**src/rtl/adc_acq_sequencer.sv**
```systemverilog
// adc_acq_sequencer: arms on enable, turns trigger pulses into conversion commands and
// shares the single AXIS command stream with software commands.
module adc_acq_sequencer #(
  parameter int CMD_WIDTH = 32,
  parameter int CNT_WIDTH = 32,
  parameter int OVR_WIDTH = 16
) (
  input  logic                 aclk,
  input  logic                 aresetn,
  input  logic                 enable,
  input  logic                 continuous,
  input  logic [CNT_WIDTH-1:0] sample_count,
  input  logic [CMD_WIDTH-1:0] conv_cmd,
  input  logic                 trigger,
  input  logic [CMD_WIDTH-1:0] s_axis_sw_tdata,
  input  logic                 s_axis_sw_tvalid,
  output logic                 s_axis_sw_tready,
  output logic [CMD_WIDTH-1:0] m_axis_tdata,
  output logic                 m_axis_tvalid,
  input  logic                 m_axis_tready,
  output logic                 busy,
  output logic                 done,
  output logic                 overrun,
  output logic [CNT_WIDTH-1:0] conv_cnt,
  output logic [OVR_WIDTH-1:0] overrun_cnt
);
  typedef enum logic [1:0] {IDLE, ARMED, DONE} state_t;
  state_t state, state_n;
  logic enable_d, pending, owner;
  logic [CNT_WIDTH-1:0] sample_cnt_q;
  logic arm, armed, conv_req, slot_free, load_conv, load_sw, conv_hs, last_beat, drop;
  always_comb begin
    arm = state == IDLE && enable && !enable_d;
    armed = state == ARMED;
    conv_req = trigger || pending;
    slot_free = !m_axis_tvalid || m_axis_tready;
    load_conv = armed && conv_req && slot_free;
    s_axis_sw_tready = slot_free && !(armed && conv_req);
    load_sw = s_axis_sw_tready && s_axis_sw_tvalid;
    conv_hs = m_axis_tvalid && m_axis_tready && owner && armed;
    last_beat = conv_hs && !continuous && conv_cnt + CNT_WIDTH'(1) == sample_cnt_q;
    drop = armed && trigger && pending && !slot_free;
    state_n = (state != IDLE && !enable) ? IDLE :
              arm ? ((!continuous && sample_count == '0) ? DONE : ARMED) :
              last_beat ? DONE : state;
    busy = armed;
    done = state == DONE;
  end
  always_ff @(posedge aclk or negedge aresetn) begin
    if (!aresetn) begin
      state <= IDLE;
      enable_d <= 1'b0;
      pending <= 1'b0;
      owner <= 1'b0;
      m_axis_tvalid <= 1'b0;
      m_axis_tdata <= '0;
      overrun <= 1'b0;
      overrun_cnt <= '0;
      conv_cnt <= '0;
      sample_cnt_q <= '0;
    end else begin
      state <= state_n;
      enable_d <= enable;
      if (load_conv || load_sw) begin
        m_axis_tvalid <= 1'b1;
        m_axis_tdata <= load_conv ? conv_cmd : s_axis_sw_tdata;
        owner <= load_conv;
      end else if (m_axis_tready) begin
        m_axis_tvalid <= 1'b0;
      end
      // one request may wait behind a held beat; a second one is dropped
      pending <= armed && state_n == ARMED && ((pending && trigger) || (conv_req && !slot_free));
      if (arm) begin
        sample_cnt_q <= sample_count;
        conv_cnt <= '0;
        overrun <= 1'b0;
        overrun_cnt <= '0;
      end else begin
        if (conv_hs) conv_cnt <= conv_cnt + CNT_WIDTH'(1);
        if (drop) begin
          overrun <= 1'b1;
          if (overrun_cnt != '1) overrun_cnt <= overrun_cnt + OVR_WIDTH'(1);
        end
      end
    end
  end
endmodule
```
**config.mk**
```make
export PLATFORM = sky130hd
export DESIGN_NAME = adc_acq_sequencer
export DESIGN_NICKNAME = d
export VERILOG_FILES = /design/src/rtl/adc_acq_sequencer.sv
export SDC_FILE = /design/constraint.sdc
export NUM_CORES = 1
export LEC_CHECK = 0
export BUFFER_PORTS_ARGS = -buffer_cell sky130_fd_sc_hd__buf_4
export CORE_ASPECT_RATIO = 1.4
export CORE_MARGIN = 1.5
export CORE_UTILIZATION = 35
export CTS_CLUSTER_SIZE = 28
export DETAILED_ROUTE_END_ITERATION = 8
export PLACE_DENSITY = 0.61
export SYNTH_ARGS = -nofsm -noshare
export SYNTH_HDL_FRONTEND = slang
export SYNTH_SLANG_ARGS = --single-unit
export TNS_END_PERCENT = 1
```
**constraint.sdc**
```tcl
create_clock -name aclk -period 3.55 [get_ports aclk]
set_input_delay 0.1775 -clock aclk [delete_from_list [all_inputs] [get_ports aclk]]
set_output_delay 0.1775 -clock aclk [all_outputs]
set_load 0.02 [all_outputs]
```
==> results of run 1 <==
state kept, by name, summed over array words and instances, names as in the netlist:
register	cells
conv_cnt	32
overrun_cnt	16
m_axis_tvalid	1
sample_cnt_q	32
owner	1
m_axis_tdata	32
state	2
pending	1
enable_d	1
overrun	1
per-stage QoR:
step                power, mW  utilization, %  hold WS [ps]  std cells
global route            4.324           51.45         42.93       1210
detailed placement      2.527           44.74         337.2       1112
CTS                     4.171           51.45         34.22       1210
floorplan               2.125               -        -118.1        718
finish                  4.122           51.45         51.31       1210
global placement        2.516           44.74         333.4       1112
worst min-delay path: cells and delay by family:
kind                   cells  cell delay (ps)
AOI/OAI and AO/OA          1              120
buffers and inverters      1               80
muxes                      1               50
area by class of cell:
type / instances / area [um2]
Tap cell: 240 / 300.3
Inverter: 8 / 30.03
Clock buffer: 17 / 425.4
Sequential cell: 119 / 2978
Multi-Input combinational cell: 552 / 3282
Timing Repair Buffer: 260 / 2132
Clock inverter: 14 / 112.6
Fill cell: 1741 / 8737
worst paths after layout:
path                                              start                            to  cells past startpoint
max in group asynchronous                       aresetn       conv_cnt[2]$_DFFE_PN0P_                      3
min in group asynchronous                       aresetn  sample_cnt_q[17]$_DFFE_PN0P_                      2
worst max register to register  conv_cnt[0]$_DFFE_PN0P_            state[0]$_DFF_PN0_                      9
worst max-delay path            conv_cnt[0]$_DFFE_PN0P_            state[0]$_DFF_PN0_                      9
worst min-delay path                s_axis_sw_tdata[27]  m_axis_tdata[27]$_DFFE_PN0P_                      3
worst min register to register        owner$_DFFE_PN0P_             owner$_DFFE_PN0P_                      1
repair_timing:
| action | 4_1_cts | 5_1_grt |
|---|---|---|
| resized for setup | 0 | 0 |
| endpoints found under the hold margin | 137 | 0 |
| hold buffers | 67 | 0 |
routing by layer:
layer	global-route usage [%]	vias up
met5	0	-
met4	8.315	0
met3	5.028	29
met2	36.47	171
met1	23.11	2828
li1	-	2967
report_power, final:
| part | internal (mW) | switching (mW) | total [mW] |
|---|---|---|---|
| registers | 1.53 | 0.127 | 1.65 |
| clock network | 0.947 | 0.618 | 1.57 |
| logic | 0.440 | 0.462 | 0.903 |
| total | 2.91 | 1.21 | 4.12 |
cells in the final DEF (no fill, tap or decap), drive strengths merged, types with 8 or more instances in the layout:
cell	count
nor3	11
xnor2	43
o21ai	83
inv	8
nand2	169
nand3	22
clkinv	9
nor2	45
and4	8
dfrtp	119
a21oi	13
mux2i	35
buf	193
dlygate4sd3	67
xor2	21
o31ai	15
clkbuf	17
nor4	19
nand4	12
and3	8
kinds of logic after synthesis:
| group | Yosys count |
|---|---|
| AOI/OAI and AO/OA | 129 |
| buffers and inverters | 47 |
| xor gates and xnor gates | 64 |
| DFF | 119 |
| and+or+nand+nor | 320 |
| muxes | 36 |
| adders and majority gates | 3 |
==> flow_summary.toml, run 1 <==
[outcome]
status = "complete, no violations"

[placed_design]
hpwlAfterDp_um = 13410
preCtsSetupSlack_ps = 509.8
io_buffer_count = 187
gp_congestion = 0.8539
placed_area_um2 = 8051

[synthesis]
synth_mux_area_share_pct = 5.620
synth_most_common_cell = "nand2_1"
ys_ff_latch = 119
synth_cell_types = 56
synth_top_area_share_pct = 46.29
synth-xor-area-share_pct = 8.713
synth-simple-area-share_pct = 24.47
synth-main-ff-cell = "dfrtp_1"
syn-num-nets = 823
synth_compound_area_share_pct = 11.45
yosysSeqAreaShare_pct = 46.29
synth_top_area_cell = "dfrtp_1"
yosysWarnings = 0
synth_top_family_by_area = "simple AND/OR/NAND/NOR gates"
synthTopCellsByCount = "nand2_1, dfrtp_1, o21ai_0"
syn_area_per_cell_um2 = 8.961
synth_area_leaders = "dfrtp_1, nand2_1, o21ai_0"
syn-instance-count = 718
synthArstFlopShare_pct = 100.0
netlist_area_um2 = 6434
synth_fa_ha_area_share_pct = 0.5445
synth-edff-count = 0

[floorplanning]
die_area_um2 = 19220
die_w_um = 117.6
rows = 58
ios = 188
core_area_um2 = 18000
chipHeight_um = 163.4
start_util_pct = 35.75

[setup_path]
critPathTopFamily = "simple AND/OR/NAND/NOR gates"
worstPathRequired_ps = 3840
crit_path_top_delay_cell = "dfrtp_1"
worst_setup_path_start_kind = "flip-flop"
r2r_setup_slack_ps = 450
worst-path-buf-inv = 0
endpoint_kind = "flip-flop"
worstPathArrival_ps = 3380
crit_fanout = 8
slowest_delay_ps = 510
crit_type = "flip-flop to flip-flop"
crit_chain = "ha_1 > nand4_2 > nor4_4 > nand3_2 > nor3_2 > xnor2_1 > nor4_2 > a31oi_1 > or2_1"

[run]
maxCapViolCount = 0

[timing]
worst_slew_pin_slew_ps = 1027
rsz0062_at_grt = "no"
maxSlewHeadroom_pct = 31.28
fin_worst_skew_ps = 7.561
clock.fmax_mhz = 322.8
finalSetupTns_ps = 0
setup_viol = 0
fin_crit_sh_pct = 87.27
finalHoldViolCount = 0
period_needed_ps = 3098
fin_ws_ps = 451.9
finalMaxSlewViolations = 0

[power_and_ir_drop]
power_density_nw_per_um2 = 445.1
p_leak_nw = 4.418
ir_drop_uv = 289.3

[clock_network]
cts_buffer_depth = 2
cts_buffers = 17
cts_tree = "yes"
clock_latency_ps = 410
cts_sinks = 119
root_buffer = "clkbuf_16"
clkTransAtPathRegs_ps = 60
postCtsSetupBuffers = 0
htreeDepth = 4

[routing]
routed_wl_um = 19220
route.top_layer_used = "met4"
detail_route.wl_per_cell_um = 15.89
dr.pass1.iters = 4
antenna_left = 0
route.detailed.drc = 0
wl_met3_um = 903
vias = 5995
drt-met1-wl_um = 7894
wl_met2_um = 9918
drt-initial-drc-count = 212
viasPerCell = 4.955

[layout]
final_design_area_no_fill_um2 = 9260
final_nets = 1063
syn2layout_area_growth_pct = 43.93
antennaDiodeCount = 0
drive_above_1_share_pct = 25.57

[global_routing]
grtUsageTotal_pct = 20.30
grt_pass1_vias = 5983
grt_antenna_before_repair = 0
grt-ovfl-total = 0
grt_pass1_wl_um = 30840
grt_max_degree = 73

[hold_path]
hold_path.class = "input pin to flip-flop"
No activity file was read; power rests on OpenSTA's default activity.
==> run 2: changes to the inputs <==
Settings changed: CORE_ASPECT_RATIO 1.4 to default.
==> run 2 against run 1 <==
Net effect: register-to-register slack improved by 50 ps; clock power increased by 11%; largest cell class unchanged; combinational power is essentially flat; largest power group is now the clock network.
==> flow_summary.toml, run 2 (synthesis results as in run 1) <==
[outcome]
status = "complete, no violations"

[routing]
route.detailed.drc = 0
viasPerCell = 5.029
antenna_left = 0
drt-initial-drc-count = 336
dr.pass1.iters = 5
vias = 6045
detail_route.wl_per_cell_um = 16.13
routed_wl_um = 19380

[layout]
multi_input_area_um2 = 3282
final.fill_count = 1698
utilization_pct = 51.71
seq_area_um2 = 2978
mostFrequentLayoutCells = "buf_4, nand2_1, dfrtp_1"
syn2layout_area_growth_pct = 44.89
reg_top3 = "conv_cnt: 32 flops, m_axis_tdata: 32 flops, sample_cnt_q: 32 flops"
final_nets = 1067
antennaDiodeCount = 0
layout_commonest_cell = "buf_4"
drive_above_1_share_pct = 25.69

[timing]
finalHoldViolCount = 0
worst_slew_pin_slew_ps = 1006
maxSlewHeadroom_pct = 32.68
rsz0062_at_grt = "no"
finalMaxSlewViolations = 0
clock.fmax_mhz = 327.6
fin_crit_sh_pct = 85.99
finalSetupTns_ps = 0
period_needed_ps = 3053
fin_hold_ws_ps = 50.86
fin_worst_skew_ps = 8.855
setup_viol = 0

[global_routing]
grt_max_degree = 66
grt-ovfl-total = 0
grtUsageTotal_pct = 20.61
grt_antenna_before_repair = 0
grt_pass1_vias = 6041
grt_pass1_wl_um = 31580

[run]
maxCapViolCount = 0

[clock_network]
root_buffer = "clkbuf_16"
htreeDepth = 4
clkTransAtPathRegs_ps = 50
clock_latency_ps = 410
cts_resized = 0
postCtsSetupBuffers = 0
cts_buffers = 17
cts_sinks = 119
cts_tree = "yes"
cts_buffer_depth = 2

[floorplanning]
die_w_um = 138.6
chipHeight_um = 138.6
ios = 188
core_area_um2 = 18020
start_util_pct = 35.69
rows = 49
die_area_um2 = 19200

[power_and_ir_drop]
power.total_mw = 4.306
ir_drop_uv = 338.9
p_switching_mw = 1.193
pwr-share-clk_pct = 40.4
combPwrFrac_pct = 21.0
p_sw_share_pct = 27.71
intPower_mw = 3.113
p_seq_share_pct = 38.6
p_leak_nw = 4.465
power_density_nw_per_um2 = 461.9

[setup_path]
worstPathArrival_ps = 3350
endpoint_kind = "flip-flop"
worstPathRequired_ps = 3840
crit_fanout = 8
crit_type = "flip-flop to flip-flop"
worst_setup_path_start_kind = "flip-flop"

[hold_path]
hold_path.class = "input pin to flip-flop"

[placed_design]
gp_congestion = 0.8823
hpwlAfterDp_um = 13630
io_buffer_count = 187
run 2: what timing repair did:
action	4_1_cts	5_1_grt
hold buffers	67	0
endpoints found under the hold margin	120	0
endpoints found under the setup margin	0	0
run 2: power groups by stage:
| stage | clock network [mW] | logic [mW] | registers, mW |
|---|---|---|---|
| after floorplan | 0 | 0.361 | 1.76 |
| after global placement | 0 | 0.839 | 1.68 |
| after detailed placement | 0 | 0.849 | 1.68 |
| after CTS | 1.78 | 0.908 | 1.66 |
| after global routing | 1.84 | 0.989 | 1.69 |
| final | 1.74 | 0.903 | 1.66 |
run 2: metrics by stage:
step,setup WS [ps],instance area (um2),instances
after CTS,554.6,9321,1202
after detailed placement,572.7,8055,1105
after global placement,672.2,8055,1105
after floorplan,852.1,6434,718
after global routing,284.2,9321,1202
final,497.2,9321,1202
run 2: cell type report:
class	count	area share (%)
clock buffer	21	5.047
clock inverter	9	1.342
inverter	8	0.3221
multi-input combinational	552	35.21
sequential	119	31.95
tap	229	3.074
timing repair buffer	264	23.06
run 2: path summary, 6_finish.rpt:
path	from	endpoint	slack (ps)	cells past startpoint
hold reg to reg	owner$_DFFE_PN0P_	owner$_DFFE_PN0P_	480	1
hold / removal	s_axis_sw_tdata[22]	m_axis_tdata[22]$_DFFE_PN0P_	50	3
min in group asynchronous	aresetn	conv_cnt[5]$_DFFE_PN0P_	350	2
setup reg to reg	conv_cnt[0]$_DFFE_PN0P_	state[0]$_DFF_PN0_	500	9
max in group asynchronous	aresetn	m_axis_tdata[26]$_DFFE_PN0P_	2260	3
setup / recovery	conv_cnt[0]$_DFFE_PN0P_	state[0]$_DFF_PN0_	500	9
run 2: worst max-delay path, cell delays in order, from the launching register on:
cell and delay [ps]:
dfrtp_1 500, ha_1 360, nand4_2 290, nor4_4 450
nand3_2 190, nor3_2 300, xnor2_1 110, nor4_2 330
a31oi_1 180, or2_1 230
run 2: routing by layer:
metal | share of wire, % | vias to the layer above | track usage [%]
met5 | 0 | - | 0
met4 | 2.2 | 0 | 7.812
met3 | 6.9 | 32 | 6.319
met2 | 48 | 186 | 33.33
met1 | 43 | 2860 | 25.93
li1 | - | 2967 | -
